`config.mk`:
```
export PLATFORM = sky130hd
export DESIGN_NAME = ram_arbiter_flat
export DESIGN_NICKNAME = d
export VERILOG_FILES = /design/src/rtl/ram_arbiter_if.sv /design/src/rtl/ram_arbiter.sv /design/src/flat_wrapper.sv
export SDC_FILE = /design/constraint.sdc
export NUM_CORES = 1
export LEC_CHECK = 0
export CAP_MARGIN = 30
export CORE_MARGIN = 5
export CORE_UTILIZATION = 28
export CTS_BUF_LIST = sky130_fd_sc_hd__clkbuf_2 sky130_fd_sc_hd__clkbuf_4 sky130_fd_sc_hd__clkbuf_8
export CTS_CLUSTER_SIZE = 24
export DETAILED_ROUTE_END_ITERATION = 12
export PLACE_DENSITY = 0.93
export SLEW_MARGIN = 20
export SYNTH_ARGS = -nofsm -noshare
export SYNTH_HDL_FRONTEND = slang
export SYNTH_SLANG_ARGS = --single-unit
export TNS_END_PERCENT = 20
```
`constraint.sdc`:
```
create_clock -name clk -period 1.5 [get_ports clk]
set_input_delay 0.225 -clock clk [delete_from_list [all_inputs] [get_ports clk]]
set_output_delay 0.225 -clock clk [all_outputs]
set_load 0.03 [all_outputs]
```
`src/rtl/ram_arbiter_if.sv`:
```
// Bundle of all handshake, response and RAM-side signals of the two-port
// RAM arbiter. The slave modport is the arbiter's view and the master
// modport is the view of whatever drives the requesters and models the RAM.
interface ram_arbiter_if #(
    parameter int AW    = 10,
    parameter int WIDTH = 32
);
    logic             req0_valid;
    logic             req0_ready;
    logic             req0_we;
    logic [AW-1:0]    req0_addr;
    logic [WIDTH-1:0] req0_wdata;
    logic             req1_valid;
    logic             req1_ready;
    logic             req1_we;
    logic [AW-1:0]    req1_addr;
    logic [WIDTH-1:0] req1_wdata;
    logic             rsp0_valid;
    logic [WIDTH-1:0] rsp0_data;
    logic             rsp1_valid;
    logic [WIDTH-1:0] rsp1_data;
    logic             ram_we;
    logic [AW-1:0]    ram_addr;
    logic [WIDTH-1:0] ram_wdata;
    logic [WIDTH-1:0] ram_rdata;

    modport slave (
        input  req0_valid, req0_we, req0_addr, req0_wdata,
        input  req1_valid, req1_we, req1_addr, req1_wdata,
        output req0_ready, req1_ready,
        output rsp0_valid, rsp0_data, rsp1_valid, rsp1_data,
        output ram_we, ram_addr, ram_wdata,
        input  ram_rdata
    );

    modport master (
        output req0_valid, req0_we, req0_addr, req0_wdata,
        output req1_valid, req1_we, req1_addr, req1_wdata,
        input  req0_ready, req1_ready,
        input  rsp0_valid, rsp0_data, rsp1_valid, rsp1_data,
        input  ram_we, ram_addr, ram_wdata,
        output ram_rdata
    );
endinterface

```
`src/rtl/ram_arbiter.sv`:
```
// Round-robin arbiter sharing one single-port, read-latency-1 RAM between
// two requesters. Grants are combinational from the valids and a 1-bit
// last-grant register; read responses come back exactly one cycle later.
module ram_arbiter #(
    parameter  int DEPTH = 1024,
    parameter  int WIDTH = 32,
    localparam int AW    = $clog2(DEPTH)
) (
    input  logic          clk,
    input  logic          rst,
    ram_arbiter_if.slave  bus
);
    // Per-port views gathered into vectors so the grant logic is symmetric
    logic [1:0]       valid;
    logic [1:0]       we;
    logic [AW-1:0]    addr [2];
    logic [WIDTH-1:0] wdata [2];

    logic [1:0]       grant;
    // 1 = port 1 was granted last, so port 0 wins the next conflict
    logic             last_grant_reg;
    logic [1:0]       rsp_valid_reg;

    assign valid    = {bus.req1_valid, bus.req0_valid};
    assign we       = {bus.req1_we, bus.req0_we};
    assign addr[0]  = bus.req0_addr;
    assign addr[1]  = bus.req1_addr;
    assign wdata[0] = bus.req0_wdata;
    assign wdata[1] = bus.req1_wdata;

    // Work-conserving round-robin grant; nothing is granted during reset
    always_comb begin
        grant = 2'b00;
        if (!rst) begin
            grant[0] = valid[0] && (!valid[1] || last_grant_reg);
            grant[1] = valid[1] && (!valid[0] || !last_grant_reg);
        end
    end

    assign bus.req0_ready = grant[0];
    assign bus.req1_ready = grant[1];

    // Steer the winner onto the RAM port; drive zeros when idle
    always_comb begin
        bus.ram_we    = 1'b0;
        bus.ram_addr  = '0;
        bus.ram_wdata = '0;
        if (grant[0]) begin
            bus.ram_we    = we[0];
            bus.ram_addr  = addr[0];
            bus.ram_wdata = wdata[0];
        end else if (grant[1]) begin
            bus.ram_we    = we[1];
            bus.ram_addr  = addr[1];
            bus.ram_wdata = wdata[1];
        end
    end

    // Track the last granted port and flag granted reads for one cycle;
    // reset discards any read still in flight
    always_ff @(posedge clk or posedge rst) begin
        if (rst) begin
            last_grant_reg <= 1'b1;
            rsp_valid_reg  <= 2'b00;
        end else begin
            if (|grant) begin
                last_grant_reg <= grant[1];
            end
            rsp_valid_reg <= grant & ~we;
        end
    end

    assign bus.rsp0_valid = rsp_valid_reg[0];
    assign bus.rsp1_valid = rsp_valid_reg[1];
    // Read data is only exposed while its response is valid
    assign bus.rsp0_data  = rsp_valid_reg[0] ? bus.ram_rdata : '0;
    assign bus.rsp1_data  = rsp_valid_reg[1] ? bus.ram_rdata : '0;
endmodule

```
`src/flat_wrapper.sv`:
```
// flat-port wrapper written by rule: the top's interface ports become plain ports
module ram_arbiter_flat 
#(
    parameter  int DEPTH = 1024,
    parameter  int WIDTH = 32,
    localparam int AW    = $clog2(DEPTH)
)
  (clk, rst, bus_req0_valid, bus_req0_we, bus_req0_addr, bus_req0_wdata, bus_req1_valid, bus_req1_we, bus_req1_addr, bus_req1_wdata, bus_req0_ready, bus_req1_ready, bus_rsp0_valid, bus_rsp0_data, bus_rsp1_valid, bus_rsp1_data, bus_ram_we, bus_ram_addr, bus_ram_wdata, bus_ram_rdata);
  ram_arbiter_if #(.WIDTH(WIDTH)) bus_i ();
  input  logic clk;
  input  logic rst;
  input wire logic [$bits(bus_i.req0_valid)-1:0] bus_req0_valid;
  input wire logic [$bits(bus_i.req0_we)-1:0] bus_req0_we;
  input wire logic [$bits(bus_i.req0_addr)-1:0] bus_req0_addr;
  input wire logic [$bits(bus_i.req0_wdata)-1:0] bus_req0_wdata;
  input wire logic [$bits(bus_i.req1_valid)-1:0] bus_req1_valid;
  input wire logic [$bits(bus_i.req1_we)-1:0] bus_req1_we;
  input wire logic [$bits(bus_i.req1_addr)-1:0] bus_req1_addr;
  input wire logic [$bits(bus_i.req1_wdata)-1:0] bus_req1_wdata;
  output wire logic [$bits(bus_i.req0_ready)-1:0] bus_req0_ready;
  output wire logic [$bits(bus_i.req1_ready)-1:0] bus_req1_ready;
  output wire logic [$bits(bus_i.rsp0_valid)-1:0] bus_rsp0_valid;
  output wire logic [$bits(bus_i.rsp0_data)-1:0] bus_rsp0_data;
  output wire logic [$bits(bus_i.rsp1_valid)-1:0] bus_rsp1_valid;
  output wire logic [$bits(bus_i.rsp1_data)-1:0] bus_rsp1_data;
  output wire logic [$bits(bus_i.ram_we)-1:0] bus_ram_we;
  output wire logic [$bits(bus_i.ram_addr)-1:0] bus_ram_addr;
  output wire logic [$bits(bus_i.ram_wdata)-1:0] bus_ram_wdata;
  input wire logic [$bits(bus_i.ram_rdata)-1:0] bus_ram_rdata;
  assign bus_i.req0_valid = bus_req0_valid;
  assign bus_i.req0_we = bus_req0_we;
  assign bus_i.req0_addr = bus_req0_addr;
  assign bus_i.req0_wdata = bus_req0_wdata;
  assign bus_i.req1_valid = bus_req1_valid;
  assign bus_i.req1_we = bus_req1_we;
  assign bus_i.req1_addr = bus_req1_addr;
  assign bus_i.req1_wdata = bus_req1_wdata;
  assign bus_req0_ready = bus_i.req0_ready;
  assign bus_req1_ready = bus_i.req1_ready;
  assign bus_rsp0_valid = bus_i.rsp0_valid;
  assign bus_rsp0_data = bus_i.rsp0_data;
  assign bus_rsp1_valid = bus_i.rsp1_valid;
  assign bus_rsp1_data = bus_i.rsp1_data;
  assign bus_ram_we = bus_i.ram_we;
  assign bus_ram_addr = bus_i.ram_addr;
  assign bus_ram_wdata = bus_i.ram_wdata;
  assign bus_i.ram_rdata = bus_ram_rdata;
  ram_arbiter #(.DEPTH(DEPTH), .WIDTH(WIDTH)) u_core (.clk(clk), .rst(rst), .bus(bus_i));
endmodule
```
==> results of run 1 <==
-- cells in the final DEF (no fill, tap or decap), types with 2 or more instances in the layout --
master           synthesis  routed
clkdlybuf4s50_1          0     118
buf_4                    4      99
nand2b_1                88      88
and2_1                  64      64
o32ai_2                 38      29
buf_6                    5      20
buf_12                   0      20
o32ai_4                  0      13
clkbuf_8                 0       3
buf_16                   0       3
inv_1                    2       2
dlygate4sd2_1            0       2
dfrtp_2                  0       2
-- power by group through the flow --
stage	registers (mW)	logic, mW	clock network [mW]
2_1_floorplan	0.106	0.793	0
4_1_cts	0.114	1.65	0.259
3_5_place_dp	0.116	1.50	0
5_1_grt	0.119	1.83	0.266
3_3_place_gp	0.115	1.48	0
6_report	0.116	1.74	0.254
-- routing by layer --
| layer | wire [um] | GRT usage, % | vias to the layer above |
|---|---|---|---|
| met5 | 0 | 0 | - |
| met1 | 3287 | 20.89 | 1202 |
| li1 | - | - | 1300 |
| met3 | 1036 | 6.093 | 15 |
| met2 | 4898 | 38.21 | 153 |
| met4 | 158 | 4.762 | 0 |
-- through the flow --
| stage | setup WS [ns] | cells | TNS [ns] |
|---|---|---|---|
| after floorplan | -0.2953 | 239 | -6.416 |
| after global placement | -0.3947 | 543 | -14.29 |
| after detailed placement | -0.4197 | 543 | -15.43 |
| after CTS | -0.2889 | 554 | -10.90 |
| after global routing | -0.3234 | 557 | -12.98 |
| final | -0.2808 | 557 | -11.22 |
-- tightest hold or removal path, cell delays in order --
cell and delay [ns]:
buf_2 0.12, buf_4 0.18, inv_1 0.12
-- cell families (layout without fill, tap and decap cells) --
logic type / count (synthesis) / in the layout / share of synthesized area, %
AND/OR/NAND/NOR: 157 / 157 / 50.81
AO/OA/AOI/OAI: 46 / 46 / 35.65
buffers and inverters: 33 / 271 / 9.564
flip-flops: 3 / 3 / 3.969
-- area by class of cell --
class | instances | share of cell area, %
multi-input cells | 203 | 38.91
clock buffers | 4 | 1.020
inverters | 3 | 0.2878
well taps | 80 | 2.093
flip-flops and latches | 3 | 1.648
repair buffers | 264 | 56.04
-- how the worst min path moves through the flow --
stage                              end  cells after the start
2_1_floorplan  u_core.rsp_valid_reg[0]                      3
3_3_place_gp   u_core.rsp_valid_reg[1]                      3
3_5_place_dp   u_core.rsp_valid_reg[0]                      3
4_1_cts        u_core.rsp_valid_reg[1]                      3
5_1_grt        u_core.rsp_valid_reg[1]                      3
6_report       u_core.rsp_valid_reg[1]                      3
-- timing repair --
item                                    4_1_cts  5_1_grt
pin swaps                                    17       17
buffers inserted                              4        2
gates cloned                                  3        1
gates resized for setup                      32       23
endpoints found under the setup margin      109       45
==> impl_results.md, run 1 <==
* Layout fillers at 498
* Post-route ant nets at 0
* Worst rel slew slack at 73.82%
* Root Driver: clkbuf_8
* Initial drt markers at 34
* Final worst slack at -0.2808 ns
* Largest net degree at the start of global routing at 45
* Mapped Cells at 239
* Leak pwr at 1.966 nW
* CP peak stage delay at 0.56 ns
* Die Width at 92.88 um
* RSZ-0062 raised after global routing: true
* Crit-path max FO at 6
* Setup crit end kind: output pin
* Initial antenna violation count at 0
* Crit path to: bus_ram_addr[6]
* Origin of the critical flop-to-flop path: u_core.last_grant_reg
* Sequential share of the synthesized area at 3.969%
* PnR Total Power at 2.112 mW
* Commonest cells in the netlist: nand2b_1, and2_1, o32ai_2
* Core Rows at 30
* Total number of vias at 2670
* Multi-input logic area at 0.001861 mm2
* Reg area at 78.83 um2
* Post-DP Area at 0.004324 mm2
* GPL Wtd Cong at 0.8019
* P_int at 1.227 mW
* Post-synth EDFFs at 0
* Crit path cell chain: buf_6 > a21bo_4 > buf_12 > buf_16 > o32ai_2 > buf_4
* Share of total power in the clock network at 12.0%
* Synth top area share at 32.14%
* Async SR Flop Fraction at 100.0%
* Critical path data arrival time at 1.56 ns
* Layout Nets at 600
* Worst-Skew Late Latency at 0.22 ns
* Top cells by area, synth: o32ai_2, nand2b_1, and2_1
* Fin. Hold Viols at 0
* Most frequent cell after synthesis: nand2b_1
* Post-DP HPWL at 7546 um
* Number of H-tree levels at 1
* Yosys cell types at 20
* Reg2reg path depth at 4
* Ys flop type: dfrtp_1
* Switching Fraction at 41.90%
* Syn Nets at 361
* Crit path required time at 1.27 ns
* Seq pwr share at 5.5%
* CTS hold repair buffers at 0
* PwrDens at 441.6 mW/mm2
* VDD IR max at 0.2283 mV
* First-pass GRT wire length at 13960 um
* Clock sink count at 3
* ANT cells at 0
* Final setup fails at 44
* Top achievable clock speed at 561.6 MHz
* Fin area at 0.004782 mm2
* Share of cells above drive strength 1 at 41.30%
* Kind of critical path: reg2out
* Full die area at 0.008626 mm2
* CP bufs+invs at 4
* Final WL at 9380 um
* Hold_ws at 0.1074 ns
* Cell taking the most area after synthesis: o32ai_2
* Port bufs at 232
* CTS clk-pin slew, worst paths at 0.03 ns
* Cell area after synthesis at 0.001923 mm2
* Type of origin of the critical path: register
* Wirelength per Cell at 16.84 um
* CP top delay family: flip-flops
* HP Class: in2async
* Setup slack, reg-to-reg at 0.39 ns
* Slew @ Worst Pin at 0.3927 ns
* # DRC at 0
* Max Cap Violations at 0
* Final core occ at 70.78%
* Layout area overhead at 148.7%
* Clk_skew at 0.001035 ns
* Mean Syn Cell Area at 8.046 um2
* DIE HEIGHT at 92.88 um
* Post-synthesis register bit count at 3
* GR Overflow Total at 0
* Outcome: complete, but fails checks
* Number of global-route vias before repair at 2746
* TritonCTS buffer count at 3
* Violated checks: setup timing
* Clock tree buffer depth at 2
* Number of stages on the worst setup path at 6
* Synth Warn # at 0
* Period utilisation layout at 118.7%
* Starting Density at 28.46%
* Slowest CP cell: dfstp_2
* Worst setup path startpoint: u_core.last_grant_reg
* Minimum clock period at 1.781 ns
* Sw power at 0.8847 mW
* Routed vias/inst at 4.794
* Combinational share of power at 82.5%
* TritonCTS clock tree: done
* Largest register FFs at 2
* Top Ports at 233
* Core area at 0.006756 mm2
* Gr usage total at 19.91%
* First-pass DRT Iterations at 4
* Fin. max-slew vios at 0
* FF-to-FF End: u_core.rsp_valid_reg[0]
Note: power is estimated with default switching activity, not from simulation.
==> run 2, diff against run 1 <==
--- a/config.mk
+++ b/config.mk
@@ -9,7 +9,6 @@
 export CORE_MARGIN = 5
 export CORE_UTILIZATION = 28
 export CTS_BUF_LIST = sky130_fd_sc_hd__clkbuf_2 sky130_fd_sc_hd__clkbuf_4 sky130_fd_sc_hd__clkbuf_8
-export CTS_CLUSTER_SIZE = 24
 export DETAILED_ROUTE_END_ITERATION = 12
 export PLACE_DENSITY = 0.93
 export SLEW_MARGIN = 20
==> results of run 2 <==
No change in the layout: final DEF, timing and power equal those of run 1.
==> run 3, diff against run 2 <==
--- a/config.mk
+++ b/config.mk
@@ -11,6 +11,8 @@
 export CTS_BUF_LIST = sky130_fd_sc_hd__clkbuf_2 sky130_fd_sc_hd__clkbuf_4 sky130_fd_sc_hd__clkbuf_8
 export DETAILED_ROUTE_END_ITERATION = 12
 export PLACE_DENSITY = 0.93
+export RECOVER_POWER = 50
+export SKIP_LAST_GASP = 1
 export SLEW_MARGIN = 20
 export SYNTH_ARGS = -nofsm -noshare
 export SYNTH_HDL_FRONTEND = slang
==> impl_results.md, run 3 (same netlist as run 1, synthesis figures left out) <==
* Port bufs at 232
* Worst rel slew slack at 53.21%
* Initial drt markers at 42
* Largest net degree at the start of global routing at 45
* Origin of the critical flop-to-flop path: u_core.last_grant_reg
* HP Class: in2async
* CP peak stage delay at 0.56 ns
* Minimum clock period at 1.796 ns
* CTS clk-pin slew, worst paths at 0.03 ns
* Layout fillers at 504
* ANT cells at 0
* DIE HEIGHT at 92.88 um
* First-pass GRT wire length at 13800 um
* Max Cap Violations at 0
* TritonCTS clock tree: done
* Gr usage total at 19.69%
* Full die area at 0.008626 mm2
* Fin. Hold Viols at 0
* Layout Nets at 598
* FF-to-FF End: u_core.rsp_valid_reg[0]
* RSZ-0062 raised after global routing: true
* Wirelength per Cell at 16.69 um
* VDD IR max at 0.2220 mV
* GPL Wtd Cong at 0.8019
* First-pass DRT Iterations at 4
* Final setup fails at 110
* Period utilisation layout at 119.7%
* CP bufs+invs at 3
* Clk_skew at 0.001569 ns
* Reg2reg path depth at 4
* Clock tree buffer depth at 2
* Post-route ant nets at 0
* Violated checks: setup timing
* Slew @ Worst Pin at 0.7018 ns
* Final core occ at 69.31%
* Most frequent cells in the layout: clkdlybuf4s50_1, buf_4, nand2b_1
* Post-DP HPWL at 7546 um
* TNS Setup at -17.08 ns
* Top achievable clock speed at 556.9 MHz
* Initial antenna violation count at 0
* Top Ports at 233
* Final worst slack at -0.2955 ns
* Core area at 0.006756 mm2
* Crit-path max FO at 9
* Commonest non-fill, non-tap cell in the layout: clkdlybuf4s50_1
* Setup crit end kind: output pin
* Total number of vias at 2648
* Final WL at 9261 um
* Worst-Skew Late Latency at 0.22 ns
* Fin. max-slew vios at 0
* PwrDens at 439.6 mW/mm2
* CTS hold repair buffers at 0
* Kind of critical path: reg2out
* Crit path required time at 1.27 ns
* Type of origin of the critical path: register
* Hold_ws at 0.3175 ns
* Routed vias/inst at 4.771
* Outcome: complete, but fails checks
* Layout area overhead at 143.5%
* Die Width at 92.88 um
* Largest register FFs at 2
* Critical path data arrival time at 1.57 ns
* TritonCTS buffer count at 3
* GR Overflow Total at 0
* Setup slack, reg-to-reg at 0.40 ns
* Clock sink count at 3
* Crit path cell chain: nor2b_4 > buf_6 > buf_12 > o32ai_2 > buf_4
* Share of cells above drive strength 1 at 39.37%
* # DRC at 0
* Number of H-tree levels at 1
* CP top delay family: flip-flops
* Root Driver: clkbuf_8
* Slowest CP cell: dfstp_2
* Starting Density at 28.46%
* Leak pwr at 1.941 nW
* Core Rows at 30
* Number of global-route vias before repair at 2727
-- run 3: changes by cell type in the layout (fill, tap and decap cells not counted), sizes merged --
cell,previous run,this run
clkbuf,5,6
dlygate4sd2,2,3
buf,143,139
-- run 3: how the worst max path moves through the flow --
stage / start / end / slack (ns) / cells past startpoint
global placement: bus_req0_valid / bus_req0_ready / -0.39 / 4
finish: u_core.last_grant_reg / bus_ram_wdata[26] / -0.30 / 5
detailed placement: bus_req0_valid / bus_req0_ready / -0.42 / 4
global route: u_core.last_grant_reg / bus_ram_wdata[23] / -0.33 / 5
floorplan: u_core.last_grant_reg / bus_ram_addr[0] / -0.30 / 3
CTS: u_core.last_grant_reg / bus_ram_wdata[28] / -0.29 / 5
-- run 3: stage by stage --
| stage | power, mW | cells | instance area, um2 | setup WS (ns) |
|---|---|---|---|---|
| finish | 2.059 | 555 | 4683 | -0.2955 |
| global route | 2.164 | 555 | 4683 | -0.3327 |
| CTS | 2.004 | 554 | 4557 | -0.2889 |
| detailed placement | 1.616 | 543 | 4324 | -0.4197 |
| global placement | 1.598 | 543 | 4324 | -0.3947 |
| floorplan | 0.8993 | 239 | 1957 | -0.2953 |
-- run 3: layout make-up --
class | count | area [um2] | share of cell area, %
sequential | 3 | 76.32 | 1.630
tap | 80 | 100.1 | 2.137
timing repair buffer | 262 | 2629 | 56.13
multi-input combinational | 203 | 1815 | 38.77
clock buffer | 4 | 48.80 | 1.042
inverter | 3 | 13.76 | 0.2939
-- run 3: power by group --
part	total [mW]	internal, mW	switching, mW
logic	1.69	0.900	0.790
registers	0.115	0.0931	0.0218
clock network	0.254	0.199	0.0545
-- run 3: repair_timing --
item	CTS	global route
endpoints found under the setup margin	109	111
resized for setup	18	19
hold endpoints to repair	0	0
gates cloned	3	0
buffers inserted	4	1
pin swaps	13	12
-- run 3: worst min-delay path: cells and delay by family --
kind | cells | cell delay (ns)
buf+inv | 3 | 0.64
-- run 3: metal layers --
metal | wire [um] | GRT usage (%)
met1 | 3271 | 20.94
met2 | 4880 | 38.33
met3 | 1011 | 5.686
met4 | 97 | 3.419
met5 | 0 | 0
